--- src/rtl/ps2_scan_fifo.sv ---
// PS/2 keyboard receiver: filtered line sampling, frame checking, E0/F0
// prefix folding and a first-word-fall-through event FIFO.
module ps2_scan_fifo #(
    parameter int FILTER_LEN     = 16,
    parameter int FIFO_DEPTH     = 8,
    parameter int TIMEOUT_CYCLES = 20000
) (
    input  logic                          clock,
    input  logic                          reset,
    input  logic                          ps2_clk_in,
    input  logic                          ps2_dat_in,
    input  logic                          rd_en,
    output logic [9:0]                    rd_data,
    output logic                          rd_valid,
    output logic [$clog2(FIFO_DEPTH):0]   fifo_count,
    input  logic                          err_clr,
    output logic                          parity_err,
    output logic                          frame_err,
    output logic                          overflow
);

    localparam int AW = $clog2(FIFO_DEPTH);
    localparam int CW = AW + 1;
    localparam int TW = $clog2(TIMEOUT_CYCLES + 1);
    localparam logic [TW-1:0] TMAX = TW'(TIMEOUT_CYCLES);
    localparam logic [CW-1:0] FULL = CW'(FIFO_DEPTH);

    typedef enum logic [1:0] {
        S_IDLE,
        S_DATA,
        S_PARITY,
        S_STOP
    } state_t;

    logic [1:0]            ck_sync_q, dt_sync_q;
    logic [FILTER_LEN-1:0] ck_sh_q, dt_sh_q;
    logic                  ck_f_q, dt_f_q, ck_prev_q;
    logic                  fall;

    // Lines idle high, so every conditioning stage resets to 1.
    always_ff @(posedge clock or posedge reset) begin
        if (reset) begin
            ck_sync_q <= '1;
            dt_sync_q <= '1;
            ck_sh_q   <= '1;
            dt_sh_q   <= '1;
            ck_f_q    <= 1'b1;
            dt_f_q    <= 1'b1;
            ck_prev_q <= 1'b1;
        end else begin
            ck_sync_q <= {ck_sync_q[0], ps2_clk_in};
            dt_sync_q <= {dt_sync_q[0], ps2_dat_in};
            ck_sh_q   <= {ck_sh_q[FILTER_LEN-2:0], ck_sync_q[1]};
            dt_sh_q   <= {dt_sh_q[FILTER_LEN-2:0], dt_sync_q[1]};
            if (&ck_sh_q)
                ck_f_q <= 1'b1;
            else if (~|ck_sh_q)
                ck_f_q <= 1'b0;
            if (&dt_sh_q)
                dt_f_q <= 1'b1;
            else if (~|dt_sh_q)
                dt_f_q <= 1'b0;
            ck_prev_q <= ck_f_q;
        end
    end

    assign fall = ck_prev_q & ~ck_f_q;

    state_t        state_q, state_d;
    logic [2:0]    bit_q, bit_d;
    logic [7:0]    shift_q, shift_d;
    logic          par_q, par_d;
    logic [TW-1:0] timer_q, timer_d;
    logic          done_q, done_d;
    logic [7:0]    byte_q, byte_d;
    logic          perr_ev, ferr_ev;

    always_comb begin
        state_d = state_q;
        bit_d   = bit_q;
        shift_d = shift_q;
        par_d   = par_q;
        timer_d = timer_q;
        done_d  = 1'b0;
        byte_d  = byte_q;
        perr_ev = 1'b0;
        ferr_ev = 1'b0;
        if (state_q == S_IDLE || fall)
            timer_d = '0;
        else if (timer_q != TMAX)
            timer_d = timer_q + 1'b1;
        if (state_q != S_IDLE && timer_q == TMAX) begin
            state_d = S_IDLE;
            ferr_ev = 1'b1;
            timer_d = '0;
        end else if (fall) begin
            case (state_q)
                S_IDLE: begin
                    if (!dt_f_q) begin
                        state_d = S_DATA;
                        bit_d   = 3'd0;
                    end
                end
                S_DATA: begin
                    shift_d = {dt_f_q, shift_q[7:1]};
                    bit_d   = bit_q + 3'd1;
                    if (bit_q == 3'd7)
                        state_d = S_PARITY;
                end
                S_PARITY: begin
                    par_d   = dt_f_q;
                    state_d = S_STOP;
                end
                S_STOP: begin
                    state_d = S_IDLE;
                    if (!dt_f_q)
                        ferr_ev = 1'b1;
                    else if (!(^{shift_q, par_q}))
                        perr_ev = 1'b1;
                    else begin
                        done_d = 1'b1;
                        byte_d = shift_q;
                    end
                end
                default: state_d = S_IDLE;
            endcase
        end
    end

    always_ff @(posedge clock or posedge reset) begin
        if (reset) begin
            state_q <= S_IDLE;
            bit_q   <= '0;
            shift_q <= '0;
            par_q   <= 1'b0;
            timer_q <= '0;
            done_q  <= 1'b0;
            byte_q  <= '0;
        end else begin
            state_q <= state_d;
            bit_q   <= bit_d;
            shift_q <= shift_d;
            par_q   <= par_d;
            timer_q <= timer_d;
            done_q  <= done_d;
            byte_q  <= byte_d;
        end
    end

    logic          ext_q, ext_d, brk_q, brk_d;
    logic          push_req, push, pop, full, ovf_ev;
    logic [AW-1:0] wr_ptr_q, rd_ptr_q;
    logic [CW-1:0] count_q, count_d;
    logic [9:0]    mem_q [FIFO_DEPTH];
    logic          perr_q, ferr_q, ovf_q;

    always_comb begin
        ext_d    = ext_q;
        brk_d    = brk_q;
        push_req = 1'b0;
        if (done_q) begin
            if (byte_q == 8'hE0)
                ext_d = 1'b1;
            else if (byte_q == 8'hF0)
                brk_d = 1'b1;
            else begin
                push_req = 1'b1;
                ext_d    = 1'b0;
                brk_d    = 1'b0;
            end
        end
    end

    // A full FIFO still accepts a push when the same cycle pops.
    assign full    = (count_q == FULL);
    assign pop     = rd_en && (count_q != '0);
    assign push    = push_req && (!full || pop);
    assign ovf_ev  = push_req && full && !pop;
    assign count_d = count_q + CW'(push) - CW'(pop);

    always_ff @(posedge clock or posedge reset) begin
        if (reset) begin
            ext_q    <= 1'b0;
            brk_q    <= 1'b0;
            wr_ptr_q <= '0;
            rd_ptr_q <= '0;
            count_q  <= '0;
            perr_q   <= 1'b0;
            ferr_q   <= 1'b0;
            ovf_q    <= 1'b0;
        end else begin
            ext_q    <= ext_d;
            brk_q    <= brk_d;
            count_q  <= count_d;
            if (push)
                wr_ptr_q <= wr_ptr_q + 1'b1;
            if (pop)
                rd_ptr_q <= rd_ptr_q + 1'b1;
            perr_q <= perr_ev | (perr_q & ~err_clr);
            ferr_q <= ferr_ev | (ferr_q & ~err_clr);
            ovf_q  <= ovf_ev | (ovf_q & ~err_clr);
        end
    end

    always_ff @(posedge clock) begin
        if (push)
            mem_q[wr_ptr_q] <= {ext_q, brk_q, byte_q};
    end

    assign rd_valid   = (count_q != '0);
    assign rd_data    = rd_valid ? mem_q[rd_ptr_q] : 10'h000;
    assign fifo_count = count_q;
    assign parity_err = perr_q;
    assign frame_err  = ferr_q;
    assign overflow   = ovf_q;

endmodule

--- config.mk ---
export PLATFORM = sky130hd
export DESIGN_NAME = ps2_scan_fifo
export DESIGN_NICKNAME = d
export VERILOG_FILES = /design/src/rtl/ps2_scan_fifo.sv
export SDC_FILE = /design/constraint.sdc
export NUM_CORES = 1
export LEC_CHECK = 0
export CAP_MARGIN = 20
export CORE_MARGIN = 1.5
export CORE_UTILIZATION = 49
export CTS_CLUSTER_SIZE = 12
export DETAILED_ROUTE_END_ITERATION = 16
export HOLD_SLACK_MARGIN = 0.15
export PLACE_DENSITY = 0.79
export SLEW_MARGIN = 20
export SYNTH_ARGS = -nofsm -noshare
export SYNTH_HDL_FRONTEND = slang
export SYNTH_SLANG_ARGS = --single-unit
--- constraint.sdc ---
create_clock -name clock -period 3 [get_ports clock]
set_clock_uncertainty 0.2 [all_clocks]
set_input_delay 0.6 -clock clock [delete_from_list [all_inputs] [get_ports clock]]
set_output_delay 0.6 -clock clock [all_outputs]
set_load 0.02 [all_outputs]
Word level (Yosys, flattened, before mapping)
Memory sizes are Yosys's and may differ from the RTL's.
Cells that the tools add are included.

storage, ports and cells
  bits in registers = 92
  bits in writable memories = 80
  input port bits = 6
  output and inout port bits = 18
  word-level logic and storage cells = 119
  memories = 1

cells by class
  add/subtract/negate cells = 6
  equal/unequal tests = 15
  muxes and demuxes = 37
  bitwise logic cells = 11
  reductions and logical operators = 27

memories
  memory  depth  width  rd ports  clocked after Yosys merged registers in  write ports  line  source
  mem_q   8      10     1         0                                        1            154   logic [9:0] mem_q [FIFO_DEPTH];

operator list
  cell                   count
  $mux 15                3
  $reduce_and 16->1      2
  $reduce_or 16->1       2
  $mux 1                 26
  $eq 8x8->1 const B     2
  $add 15x1->15 const B  1
  $eq 15x15->1 const B   1
  $ne 15x15->1 const B   1
  $mux 10                1
  $add 3x1->3 const B    3
  $reduce_and 3->1       3
  $reduce_xor 9->1       1
  $mux 2                 4
  $ne 2x2->1 const B     4
  $pmux 2 s4             1
  $pmux 3 s2             1
  $reduce_bool 2->1      3
  $logic_and 1x1->1      5
  $reduce_and 5->1       1
  $add 4x1->4            1
  $and 1x1->1            4
  $eq 2x2->1 const B     2
  $eq 4x4->1 const B     1
  $not 1->1              4
  14 further kinds       19

Depth between registers and ports, before layout
  depth after elaboration = 7
  depth in mapped cells = 11
  mapped depth without buffers = 11

Least setup slack after synthesis
OpenSTA, ideal clock, no wires.

  kind = register -> register
  start = reg count_q[2], in the netlist fifo_count[2]
  end = mem mem_q[0][0], enable pin
  library setup time = 390 ps
  arrival = 2,028 ps
  path slack = 383 ps
  stages on the path, launching flop included = 8
  path buffers = 0
  cells stage by stage = dfrtp_1 -> inv_1 -> ha_1 -> nand2b_1 -> nand3_1 -> and2_1 -> nand2b_1 -> nor3_1

between the ends
  word-level cells in the longest chain between the ends = 6
  elaborated cells on any way between the ends = 8
  those cells by class = eq/ne: 1; mux: 2; reduce/logical: 5

RTL lines
  item                                                  line      source
  start: declaration                                    153       logic [CW-1:0] count_q, count_d;
  start signal: assignment                              194       count_q <= count_d;
  $eq 4x4->1 or $reduce_bool 4->1 (tied branches)       175, 176
  $logic_not 1->1 or $logic_and 1x1->1 (tied branches)  177, 176
  $logic_or 1x1->1 *                                    177       assign push = push_req && (!full || pop);
  $logic_and 1x1->1 *                                   177
  $mux 1 *                                              206       if (push)
  $mux 1 (not written as such) *                        207       mem_q[wr_ptr_q] <= {ext_q, brk_q, byte_q};
  end: declaration                                      154

Every way passes the cells marked *; elsewhere a longest branch is shown, timed or not.

Worst setup path in the final report
  start = reg rd_ptr_q[0]
  end = out rd_data[0]

between the ends
  word-level cells in the longest chain between the ends = 2

RTL lines
  item                      line  source
  start: declaration        152   logic [AW-1:0] wr_ptr_q, rd_ptr_q;
  start signal: assignment  198   rd_ptr_q <= rd_ptr_q + 1'b1;
  $mem_v2 8x10              n/a
  $mux 10                   211   assign rd_data = rd_valid ? mem_q[rd_ptr_q] : 10'h000;
  end: declaration          13    output logic [9:0] rd_data,

No other way between the ends.

==> metrics <==
run status=finished clean; filler cell count=994; Synth Area in XOR/XNOR=3.24%; mux cell area share after synthesis=11.3%; proportion of layout cells with a drive suffix above 1=about 27%; post-synthesis register bit count=172; met2 usage=31.3%; row cnt=43; Final Hold Viols=0; post-route setup TNS=0 ns; First DRT Iteration DRCs=199; die area=14800 sq um; met3 usage=5.76%; Die H=roughly 120 microns; Yosys cell types=49; leakage=3.38 nW; Worst R2R Path Depth=6; Synth Area in Adders=~3.0%; RePlAce Congestion=0.757; unrepaired setup endpoints after global routing=no; Worst Path Required=~2.2 ns; Final Critical Period=around 2.9 ns; n_diodes=0; P_int=0.00438 W; crit-path max FO=11; Inserted Clock Buffers=17; YS warnings=0; M1 GR Usage=21.6%; Async SR Flop Fraction=53.5%; H-tree depth=4; IO Port Bufs=23; Worst Setup Path Type=register to output port; sequential share of the synthesized area=68.8%; GRT Util Overall=18.2%; Top Usage Layer GRT=met2; fin. max-slew vios=0; flop-to-flop setup slack=0.24 ns; Peak VDD IR=0.513 mV; Clock Path Buffers=2; Post-synth EDFFs=80; post-synth design cell area=6910 sq um; hold depth=0; Post-route DRC=0; highest clock rate=0.347 GHz; Reg-to-Reg End=shift_q[7]$_DFFE_PP0P_; clock share of power=40.5%; Initial Util=49.9%; sw frac=24.0%; compound-gate portion of the synthesized area=2.52%; num ports=24; synthesis-to-finish area growth=17.2%; Post-Synth Simple-Gate Area=9.49%; crit end category=output port; clock root cell=clkbuf_16; Die Wd=approximately 120 microns; CTS tree=built; cts hold-fix bufs=0; clk_lat worst skew=between 0.4 and 0.5 ns; Worst setup SP type=register; Initial DRT Pass Iterations=4; Max-cap violations=0; register share of total power=between 40% and 50%; total net switching power=approximately 0.0014 W; period utilisation layout=95.9%; Finish-stage setup viols=0; total wire length=11900 microns; clock transition at the registers of the reported paths=0.07 ns; Routed Antenna Nets=0; pin count of the biggest net entering global routing=93; Rel. slew slack=roughly three fifths; CTS sink cnt=172; Nets=509; PD cells=a little over 700 nW/um^2; grt ovf=0; Avg Cell Area, Syn=15.8 sq um; vias in the first global route=3897; Core Region=13800 sq um; HPWL after DPL=7590 microns; Post-synth top flop=edfxtp_1; Worst Hold Class=register to register; crit path DAT=about 2.1 ns; vias per cell=5.43; Hold Startpoint=dt_sync_q[1]$_DFF_PP1_; Util after Layout=between 50% and 60%; Gate power share=between 10% and 20%; Mapped Cells=438; initial antenna violation count=0; WHS Endpoint=dt_sh_q[0]$_DFF_PP1_; global-route wire length before repair=19900 microns; via count=3694; post-DR wirelength/cell=between 15 and 20 microns; Worst Tran Pin Value=0.580 ns; combinational family with the most area after synthesis=multiplexers; syn nets=460; Reg-to-Reg Start=state_q[1]$_DFFE_PP0P_
## worst max-delay path by stage
stage                                  startpoint                endpoint  slack (ns)  cells past startpoint
after floorplan           fifo_count[2]$_DFF_PP0_   mem_q[0][0]$_DFFE_PP_        0.38                      7
after global placement    rd_ptr_q[0]$_DFFE_PP0N_              rd_data[5]        0.33                      5
after detailed placement   state_q[0]$_DFFE_PP0P_  shift_q[6]$_DFFE_PP0P_        0.25                      6
after CTS                 rd_ptr_q[0]$_DFFE_PP0N_              rd_data[9]        0.02                      6
after global routing      fifo_count[2]$_DFF_PP0_                rd_valid       0.003                      6
final                     rd_ptr_q[0]$_DFFE_PP0N_              rd_data[0]        0.12                      6
## metrics by stage
stage                     std cells  hold WS, ns  total power, W  setup WS [ns]  instance area, sq um
final                           680        0.155         0.00576          0.122                  8100
after CTS                       680        0.155         0.00581         0.0155                  8110
after global placement          645        0.146         0.00338          0.329                  7450
after detailed placement        645        0.147         0.00340          0.253                  7450
after floorplan                 438        0.145         0.00316          0.383                  6910
after global routing            680        0.160         0.00599        0.00251                  8100
## critical path, stage by stage (launching register included)
cell and delay, ns:
dfrtp_1 0.35, buf_4 0.12, buf_12 0.14, mux4_2 0.52
mux2i_1 0.16, nor2_1 0.07, clkdlybuf4s15_1 0.28
## power groups by stage
stage,sequential [W],combinational [W],clock [W]
finish,0.00261,0.000818,0.00233
global route,0.00262,0.000892,0.00248
CTS,0.00261,0.000831,0.00237
detailed placement,0.00265,0.000749,0
global placement,0.00265,0.000728,0
floorplan,0.00268,0.000472,0
## sequential cells by signal, indices dropped and copies added (netlist names), 2 cells and up
register and cells:
wr_ptr_q 3, mem_q 80, bit_q 3, ck_sync_q 2, dt_sh_q 16, fifo_count 4
byte_q 8, rd_ptr_q 3, state_q 2, ck_sh_q 16, shift_q 8, dt_sync_q 2
timer_q 15
## layout by cell type, fill, tap and decap left out, types with 6 or more instances in the layout
master and n:
o21ai_0 7, mux2i_1 11, nand2_1 25, nor2_1 36
clkbuf_16 17, clkdlybuf4s50_1 13, nor4_1 9, xnor2_1 12
a21oi_1 7, mux2_4 7, inv_1 16, mux2_2 10
nand4_1 14, xor2_1 9, ha_1 15, nand3_1 6
dfstp_2 39, nand2b_1 7, edfxtp_1 80, mux4_2 20
dfrtp_1 53, buf_4 14
## timing repair
action	in CTS	in global routing
setup endpoints to repair	10	7
buffers inserted	2	0
gates cloned	1	0
gates resized for setup	20	7
## logic make-up after synthesis
kind of cell	after synthesis
flip-flops	172
AND/OR/NAND/NOR	125
multiplexers	48
AO/OA/AOI/OAI	27
buffers and inverters	27
XOR/XNOR	23
adder cells (fa/ha/maj)	16
## cell type report
class / instances / area [sq um] / share of cell area (%)
Timing Repair Buffer: 40 / 377 / 4.65
Clock inverter: 15 / 209 / 2.58
Sequential cell: 172 / 4750 / 58.7
Tap cell: 180 / 225 / 2.78
Multi-Input combinational cell: 239 / 2040 / 25.2
Inverter: 17 / 67.6 / 0.834
Clock buffer: 17 / 425 / 5.25
## synthesized netlist by cell type (2+ instances only)
master | instances | area share, %
and3_1 | 4 | 0.36
nor4_1 | 9 | 0.82
mux2_4 | 7 | 1.5
a21o_1 | 2 | 0.22
and4_1 | 2 | 0.25
nand3_1 | 6 | 0.43
nand4_1 | 14 | 1.3
buf_2 | 3 | 0.22
a21oi_1 | 7 | 0.51
clkbuf_1 | 4 | 0.22
inv_1 | 17 | 0.92
buf_4 | 2 | 0.22
xnor2_1 | 12 | 1.5
dfrtp_1 | 53 | 19
and2_1 | 3 | 0.27
o41ai_1 | 2 | 0.25
xor2_1 | 9 | 1.1
mux2i_1 | 11 | 1.6
mux4_2 | 20 | 6.5
ha_1 | 15 | 2.7
a31oi_1 | 2 | 0.18
dfstp_2 | 39 | 15
o21ai_0 | 7 | 0.51
o221ai_1 | 2 | 0.25
nand2_1 | 25 | 1.4
nor3_1 | 5 | 0.36
nor2_1 | 36 | 2.0
mux2_2 | 10 | 1.6
nand2b_1 | 7 | 0.63
nor2b_1 | 2 | 0.18
or3_1 | 4 | 0.36
edfxtp_1 | 80 | 35
## layer usage
metal	up-vias	share of wire [%]
met5	-	0
met4	0	1.5
met3	15	3.2
met2	59	53
met1	1893	42
li1	1727	-
Power figures use the tool's default switching activity.
